[config.mk]
export PLATFORM = sky130hd
export DESIGN_NAME = rename_dispatch_queue_flat
export DESIGN_NICKNAME = d
export VERILOG_FILES = /design/src/rtl/rename_dispatch_queue_if.sv /design/src/rtl/rename_dispatch_queue.sv /design/src/flat_wrapper.sv
export SDC_FILE = /design/constraint.sdc
export NUM_CORES = 2
export LEC_CHECK = 0
export CORE_UTILIZATION = 62
export CTS_CLUSTER_DIAMETER = 30
export CTS_CLUSTER_SIZE = 14
export DETAILED_ROUTE_END_ITERATION = 6
export HOLD_SLACK_MARGIN = 0.15
export PLACE_DENSITY_LB_ADDON = 0.12
export SLEW_MARGIN = 20
export SYNTH_ARGS = -nofsm -noshare
export SYNTH_HDL_FRONTEND = slang
export SYNTH_SLANG_ARGS = --single-unit
export TNS_END_PERCENT = 20
[constraint.sdc]
create_clock -name clk -period 5.13 [get_ports clk]
set_input_delay 0.513 -clock clk [delete_from_list [all_inputs] [get_ports clk]]
set_output_delay 0.513 -clock clk [all_outputs]
set_load 0.05 [all_outputs]
[src/rtl/rename_dispatch_queue_if.sv]
// Rename -> dispatch queue bus: enqueue group from rename, head window and dequeue count to dispatch.
interface rename_dispatch_queue_if #(
  parameter int ARF_WIDTH  = 5,
  parameter int PRF_WIDTH  = 6,
  parameter int DECODE_NUM = 4,
  parameter int CNT_WIDTH  = 5
);
  logic                            flush;
  logic [DECODE_NUM-1:0]           in_valid;
  logic [DECODE_NUM*ARF_WIDTH-1:0] in_rd;
  logic [DECODE_NUM*PRF_WIDTH-1:0] in_prd, in_prs1, in_prs2, in_preprd;
  logic [DECODE_NUM-1:0]           in_prs1_v, in_prs2_v, in_prd_v;
  logic                            in_ready;
  logic [DECODE_NUM-1:0]           out_valid;
  logic [DECODE_NUM*ARF_WIDTH-1:0] out_rd;
  logic [DECODE_NUM*PRF_WIDTH-1:0] out_prd, out_prs1, out_prs2, out_preprd;
  logic [DECODE_NUM-1:0]           out_prs1_v, out_prs2_v, out_prd_v;
  logic [2:0]                      deq_num;
  logic [CNT_WIDTH-1:0]            count;

  modport master (
    output flush, in_valid, in_rd, in_prd, in_prs1, in_prs2, in_preprd,
           in_prs1_v, in_prs2_v, in_prd_v, deq_num,
    input  in_ready, out_valid, out_rd, out_prd, out_prs1, out_prs2, out_preprd,
           out_prs1_v, out_prs2_v, out_prd_v, count
  );

  modport slave (
    input  flush, in_valid, in_rd, in_prd, in_prs1, in_prs2, in_preprd,
           in_prs1_v, in_prs2_v, in_prd_v, deq_num,
    output in_ready, out_valid, out_rd, out_prd, out_prs1, out_prs2, out_preprd,
           out_prs1_v, out_prs2_v, out_prd_v, count
  );
endinterface

[src/rtl/rename_dispatch_queue.sv]
// Circular buffer between rename and dispatch: compacting 4-wide enqueue, in-order 4-wide head window.
module rename_dispatch_queue #(
  parameter int ARF_WIDTH  = 5,
  parameter int PRF_WIDTH  = 6,
  parameter int DECODE_NUM = 4,
  parameter int DEPTH      = 16,
  parameter int CNT_WIDTH  = 5
) (
  input  logic clk,
  input  logic rst,
  rename_dispatch_queue_if.slave bus
);
  localparam int PTR_W = CNT_WIDTH - 1;

  typedef struct packed {
    logic [ARF_WIDTH-1:0] rd;
    logic [PRF_WIDTH-1:0] prd;
    logic [PRF_WIDTH-1:0] prs1;
    logic [PRF_WIDTH-1:0] prs2;
    logic [PRF_WIDTH-1:0] preprd;
    logic                 prs1_v;
    logic                 prs2_v;
    logic                 prd_v;
  } uop_t;

  uop_t                 r_mem [DEPTH];
  logic [PTR_W-1:0]     r_head, r_tail;
  logic [CNT_WIDTH-1:0] r_count;

  uop_t                 w_in  [DECODE_NUM];
  uop_t                 w_out [DECODE_NUM];
  logic [2:0]           w_off [DECODE_NUM];
  logic [2:0]           w_acc;
  logic [2:0]           w_enq_num;
  logic [2:0]           w_avail;
  logic [2:0]           w_eff_deq;
  logic                 w_in_ready;
  logic                 w_do_enq;

  assign w_in_ready = r_count <= CNT_WIDTH'(DEPTH - DECODE_NUM);
  assign w_do_enq   = w_in_ready && !bus.flush;

  // Unpack the input group; each valid slot's offset is the count of valid slots below it.
  always_comb begin
    w_in  = '{default: '0};
    w_off = '{default: '0};
    w_acc = '0;
    for (int unsigned i = 0; i < DECODE_NUM; i++) begin
      w_in[i].rd     = bus.in_rd[i*ARF_WIDTH +: ARF_WIDTH];
      w_in[i].prd    = bus.in_prd[i*PRF_WIDTH +: PRF_WIDTH];
      w_in[i].prs1   = bus.in_prs1[i*PRF_WIDTH +: PRF_WIDTH];
      w_in[i].prs2   = bus.in_prs2[i*PRF_WIDTH +: PRF_WIDTH];
      w_in[i].preprd = bus.in_preprd[i*PRF_WIDTH +: PRF_WIDTH];
      w_in[i].prs1_v = bus.in_prs1_v[i];
      w_in[i].prs2_v = bus.in_prs2_v[i];
      w_in[i].prd_v  = bus.in_prd_v[i];
      w_off[i]       = w_acc;
      w_acc          = w_acc + {2'b00, bus.in_valid[i]};
    end
  end

  assign w_enq_num = w_do_enq ? w_acc : 3'd0;
  assign w_avail   = (r_count >= CNT_WIDTH'(DECODE_NUM)) ? 3'(DECODE_NUM) : r_count[2:0];
  assign w_eff_deq = (bus.deq_num > w_avail) ? w_avail : bus.deq_num;

  always_ff @(posedge clk or negedge rst) begin
    if (!rst) begin
      r_head  <= '0;
      r_tail  <= '0;
      r_count <= '0;
    end else if (bus.flush) begin
      r_head  <= '0;
      r_tail  <= '0;
      r_count <= '0;
    end else begin
      r_head  <= r_head + PTR_W'(w_eff_deq);
      r_tail  <= r_tail + PTR_W'(w_enq_num);
      r_count <= r_count + CNT_WIDTH'(w_enq_num) - CNT_WIDTH'(w_eff_deq);
    end
  end

  // Payload storage is deliberately not reset.
  always_ff @(posedge clk) begin
    for (int unsigned i = 0; i < DECODE_NUM; i++) begin
      if (w_do_enq && bus.in_valid[i])
        r_mem[r_tail + PTR_W'(w_off[i])] <= w_in[i];
    end
  end

  always_comb begin
    bus.out_valid  = '0;
    bus.out_rd     = '0;
    bus.out_prd    = '0;
    bus.out_prs1   = '0;
    bus.out_prs2   = '0;
    bus.out_preprd = '0;
    bus.out_prs1_v = '0;
    bus.out_prs2_v = '0;
    bus.out_prd_v  = '0;
    w_out          = '{default: '0};
    for (int unsigned i = 0; i < DECODE_NUM; i++) begin
      w_out[i]                                = r_mem[r_head + PTR_W'(i)];
      bus.out_valid[i]                        = r_count > CNT_WIDTH'(i);
      bus.out_rd[i*ARF_WIDTH +: ARF_WIDTH]     = w_out[i].rd;
      bus.out_prd[i*PRF_WIDTH +: PRF_WIDTH]    = w_out[i].prd;
      bus.out_prs1[i*PRF_WIDTH +: PRF_WIDTH]   = w_out[i].prs1;
      bus.out_prs2[i*PRF_WIDTH +: PRF_WIDTH]   = w_out[i].prs2;
      bus.out_preprd[i*PRF_WIDTH +: PRF_WIDTH] = w_out[i].preprd;
      bus.out_prs1_v[i]                       = w_out[i].prs1_v;
      bus.out_prs2_v[i]                       = w_out[i].prs2_v;
      bus.out_prd_v[i]                        = w_out[i].prd_v;
    end
  end

  assign bus.in_ready = w_in_ready;
  assign bus.count    = r_count;
endmodule

[src/flat_wrapper.sv]
// flat-port wrapper written by rule: the top's interface ports become plain ports
module rename_dispatch_queue_flat 
#(
  parameter int ARF_WIDTH  = 5,
  parameter int PRF_WIDTH  = 6,
  parameter int DECODE_NUM = 4,
  parameter int DEPTH      = 16,
  parameter int CNT_WIDTH  = 5
)
  (clk, rst, bus_flush, bus_in_valid, bus_in_rd, bus_in_prd, bus_in_prs1, bus_in_prs2, bus_in_preprd, bus_in_prs1_v, bus_in_prs2_v, bus_in_prd_v, bus_deq_num, bus_in_ready, bus_out_valid, bus_out_rd, bus_out_prd, bus_out_prs1, bus_out_prs2, bus_out_preprd, bus_out_prs1_v, bus_out_prs2_v, bus_out_prd_v, bus_count);
  rename_dispatch_queue_if #(.ARF_WIDTH(ARF_WIDTH), .PRF_WIDTH(PRF_WIDTH), .DECODE_NUM(DECODE_NUM), .CNT_WIDTH(CNT_WIDTH)) bus_i ();
  input  logic clk;
  input  logic rst;
  input wire logic [$bits(bus_i.flush)-1:0] bus_flush;
  input wire logic [$bits(bus_i.in_valid)-1:0] bus_in_valid;
  input wire logic [$bits(bus_i.in_rd)-1:0] bus_in_rd;
  input wire logic [$bits(bus_i.in_prd)-1:0] bus_in_prd;
  input wire logic [$bits(bus_i.in_prs1)-1:0] bus_in_prs1;
  input wire logic [$bits(bus_i.in_prs2)-1:0] bus_in_prs2;
  input wire logic [$bits(bus_i.in_preprd)-1:0] bus_in_preprd;
  input wire logic [$bits(bus_i.in_prs1_v)-1:0] bus_in_prs1_v;
  input wire logic [$bits(bus_i.in_prs2_v)-1:0] bus_in_prs2_v;
  input wire logic [$bits(bus_i.in_prd_v)-1:0] bus_in_prd_v;
  input wire logic [$bits(bus_i.deq_num)-1:0] bus_deq_num;
  output wire logic [$bits(bus_i.in_ready)-1:0] bus_in_ready;
  output wire logic [$bits(bus_i.out_valid)-1:0] bus_out_valid;
  output wire logic [$bits(bus_i.out_rd)-1:0] bus_out_rd;
  output wire logic [$bits(bus_i.out_prd)-1:0] bus_out_prd;
  output wire logic [$bits(bus_i.out_prs1)-1:0] bus_out_prs1;
  output wire logic [$bits(bus_i.out_prs2)-1:0] bus_out_prs2;
  output wire logic [$bits(bus_i.out_preprd)-1:0] bus_out_preprd;
  output wire logic [$bits(bus_i.out_prs1_v)-1:0] bus_out_prs1_v;
  output wire logic [$bits(bus_i.out_prs2_v)-1:0] bus_out_prs2_v;
  output wire logic [$bits(bus_i.out_prd_v)-1:0] bus_out_prd_v;
  output wire logic [$bits(bus_i.count)-1:0] bus_count;
  assign bus_i.flush = bus_flush;
  assign bus_i.in_valid = bus_in_valid;
  assign bus_i.in_rd = bus_in_rd;
  assign bus_i.in_prd = bus_in_prd;
  assign bus_i.in_prs1 = bus_in_prs1;
  assign bus_i.in_prs2 = bus_in_prs2;
  assign bus_i.in_preprd = bus_in_preprd;
  assign bus_i.in_prs1_v = bus_in_prs1_v;
  assign bus_i.in_prs2_v = bus_in_prs2_v;
  assign bus_i.in_prd_v = bus_in_prd_v;
  assign bus_i.deq_num = bus_deq_num;
  assign bus_in_ready = bus_i.in_ready;
  assign bus_out_valid = bus_i.out_valid;
  assign bus_out_rd = bus_i.out_rd;
  assign bus_out_prd = bus_i.out_prd;
  assign bus_out_prs1 = bus_i.out_prs1;
  assign bus_out_prs2 = bus_i.out_prs2;
  assign bus_out_preprd = bus_i.out_preprd;
  assign bus_out_prs1_v = bus_i.out_prs1_v;
  assign bus_out_prs2_v = bus_i.out_prs2_v;
  assign bus_out_prd_v = bus_i.out_prd_v;
  assign bus_count = bus_i.count;
  rename_dispatch_queue #(.ARF_WIDTH(ARF_WIDTH), .PRF_WIDTH(PRF_WIDTH), .DECODE_NUM(DECODE_NUM), .DEPTH(DEPTH), .CNT_WIDTH(CNT_WIDTH)) u_core (.clk(clk), .rst(rst), .bus(bus_i));
endmodule
==> out/metrics.csv <==
stage,metric,value,unit
power_and_ir_drop,power_density,603,nW/um^2
floorplan,coreArea,79100,sq um
job,maxCapViolCount,0,
sta,skew,0.0349,ns
power_and_ir_drop,power,35.9,mW
clocking,ctsResizeCount,0,
setup_path,start_kind,register,
global_route,antenna_found_initial,15,
floorplan,fp.dieArea,81400,sq um
setup_path,r2r-start,u_core.r_tail[1]$_DFF_PN0_,
sta,slew_viol_final,0,
global_route,grt_use_total,59.4,%
floorplan,die_w,285,um
sta,rsz0062_at_grt,false,
setup_path,cp-end-kind,primary output,
final_layout,layout_common_cells,"mux4_2 (640), edfxtp_1 (512), mux2i_1 (509)",
yosys,synth.cell_area,49700,sq um
floorplan,num_rows,103,
setup_path,cp_num_buf_inv,3,
yosys,synth_edf_count,512,
yosys,synth_top_flop_cell,edfxtp_1,
yosys,yosysWarnings,0,
yosys,syn_area_per_cell,11.4,sq um
detailed_routing,vias_per_cell,8.88,
final_layout,n_fill_cell,5226,
placement,numPortBuffers,275,
final_layout,syn_to_final_growth,19.5,%
global_route,grt_overflow,0,
detailed_routing,vias,49500,
detailed_routing,routed_wl,244,mm
sta,final.setup.tns,0,ns
yosys,ys_types,63,
clocking,clk_pin_slew,0.04,ns
final_layout,final_core_utilization,75.1,%
final_layout,instances_no_fill,5581,
setup_path,rrSetupSlack,0.86,ns
global_route,grt_max_degree,135,
final_layout,nets,4591,
floorplan,die_h,285,um
clocking,hold_buffers,0,
clocking,clock_sinks,525,
clocking,numCtsBuffers,134,
run_status,violations,DRC,
clocking,h-tree-depth,4,
setup_path,crit_top_cell,mux4_2,
clocking,post_cts_buffers,0,
run_status,outcome,finished with violations,
final_layout,final_common_cell,mux4_2,
setup_path,r2r_cells,9,
yosys,syn_inst,4352,
sta,setup_viol,0,
floorplan,initial_core_util,62.9,%
clocking,worstSkewPairLatency,0.74,ns
setup_path,critPathTopFamily,buffers and inverters,
global_route,grt_pass1_wl,341,mm
setup_path,crit_cells,6,
setup_path,r2r_end,u_core.r_mem[11][16]$_DFFE_PP_,
final_layout,drive_gt1_share,29.3,%
clocking,clockRootBuffer,clkbuf_16,
clocking,tritoncts,built,
placement,dp_cells,5325,
sta,worst_pin_slew,1.21,ns
setup_path,critPathArrivalTime,4.44,ns
yosys,ys_async_sr_fraction,2.48,%
power_and_ir_drop,peakVddDrop,0.000952,V
yosys,syn_nets,4530,
sta,period_minus_slack,4.95,ns
yosys,ys_seq_elements,525,
sta,period_share,96.5,%
setup_path,critical_path_class,register to primary output,
placement,gp_congestion,1.11,
detailed_routing,wl_per_cell,43.8,um
hold_path,hold_class,input port to asynchronous set/reset pin,
setup_path,path_cells,"inv_1, ha_4, buf_12, mux4_2, mux4_2, clkdlybuf4s50_1",
placement,dpl.hpwl,154,mm
sta,worst_slack,0.181,ns
sta,hold_viol_final,0,
sta,maxSlewHeadroom,18.8,%
setup_path,critPathRequiredTime,4.62,ns
clocking,clockBufferDepth,3,
placement,dpl_worst_slack,0.107,ns
floorplan,io_pins,276,
power_and_ir_drop,p_leak,20.7,nW
setup_path,cpMaxStageDelayCell,clkdlybuf4s50_1,
yosys,ys_seq_area_share,31.6,%
detailed_routing,drt_pre_antenna_iters,7,
detailed_routing,first_iter_violations,10500,
setup_path,cpPeakStageDelay,0.73,ns
global_route,grt_pass1_vias,47500,
setup_path,critPathMaxFanout,43,
detailed_routing,drc,51,
detailed_routing,drtAntennaViolNets,0,
sta,timing.fmax,202,MHz
cells in the mapped netlist (17+ instances only):
library cell  instances  area [sq um]
nand2_1             120           450
a211oi_1            327          2450
inv_1                53           199
o21ai_0             197           986
a2111oi_0            36           315
a211oi_2             22           275
edfxtp_1            512         15400
or3_1                17           106
ha_1                 31           388
nor4_1               24           150
and3_1               51           319
o211ai_1             52           390
clkbuf_1            476          1790
mux4_2              640         14400
nand3_1              17          85.1
buf_1               111           417
buf_2                60           300
a221oi_1             50           438
and2_1               45           282
nor3_1              276          1380
mux2i_1             512          5120
nor2_1              345          1290
o21ai_1              23           115
a21oi_1             171           856
o31ai_1              32           240
power by group:
part | internal, mW | leakage [nW] | total [mW] | switching (mW)
registers | 5.30 | 4.80 | 5.80 | 0.507
clock network | 5.73 | 2.19 | 8.63 | 2.90
logic | 8.87 | 13.8 | 21.4 | 12.6
worst max-delay path by stage:
stage	from	to	slack, ns
after floorplan	bus_in_valid[0]	u_core.r_mem[14][0]$_DFFE_PP_	0.42
after global placement	bus_in_valid[1]	u_core.r_mem[9][11]$_DFFE_PP_	0.06
after detailed placement	bus_in_valid[1]	u_core.r_mem[9][29]$_DFFE_PP_	0.11
after CTS	u_core.r_head[1]$_DFF_PN0_	bus_out_rd[9]	0.23
after global routing	u_core.r_head[1]$_DFF_PN0_	bus_out_rd[9]	0.14
final	u_core.r_head[1]$_DFF_PN0_	bus_out_rd[9]	0.18
per-layer routing:
| metal | global-route usage, % | share of wire (%) |
|---|---|---|
| met5 | 1.57 | 0.14 |
| met4 | 45.3 | 9.8 |
| met3 | 35.0 | 21 |
| met2 | 78.0 | 39 |
| met1 | 70.7 | 30 |
state kept, by name, summed over array words and instances (netlist names):
| signal | count |
|---|---|
| u_core.r_head | 4 |
| u_core.bus.count | 5 |
| u_core.r_mem | 512 |
| u_core.r_tail | 4 |
layout make-up:
type                    instances  area [sq um]  share of cell area [%]
diodes                         10          25.0                  0.0421
clock buffers                 160          3550                    5.96
clock inverters                84           993                    1.67
inverters                      54           203                   0.341
multi-input cells            3121         32000                    53.8
flip-flops and latches        525         15700                    26.4
well taps                    1050          1310                    2.21
repair buffers                577          5700                    9.58
kinds of logic after synthesis:
| kind of cell | synth area share [%] |
|---|---|
| compound gates | 13.3 |
| xor+xnor | 0.211 |
| fa+ha+maj | 1.14 |
| buf+inv | 5.53 |
| flops | 31.6 |
| mux | 39.4 |
| simple gates | 8.86 |
through the flow:
stage | hold slack [ns] | instance area, sq um
after detailed placement | 0.757 | 54800
final | 0.262 | 59500
after global placement | 0.747 | 54800
after CTS | 0.239 | 59400
after floorplan | 0.217 | 49700
after global routing | 0.291 | 59400
worst register-to-register path: stages, from the launching register on:
cell	delay, ns
dfrtp_1	0.67
inv_1	0.27
fa_1	0.62
nor2b_1	0.37
a211oi_2	0.23
buf_4	0.24
nor3_4	0.81
buf_4	0.46
nor3_1	0.10
a211oi_1	0.32
Power figures use the tool's default switching activity.
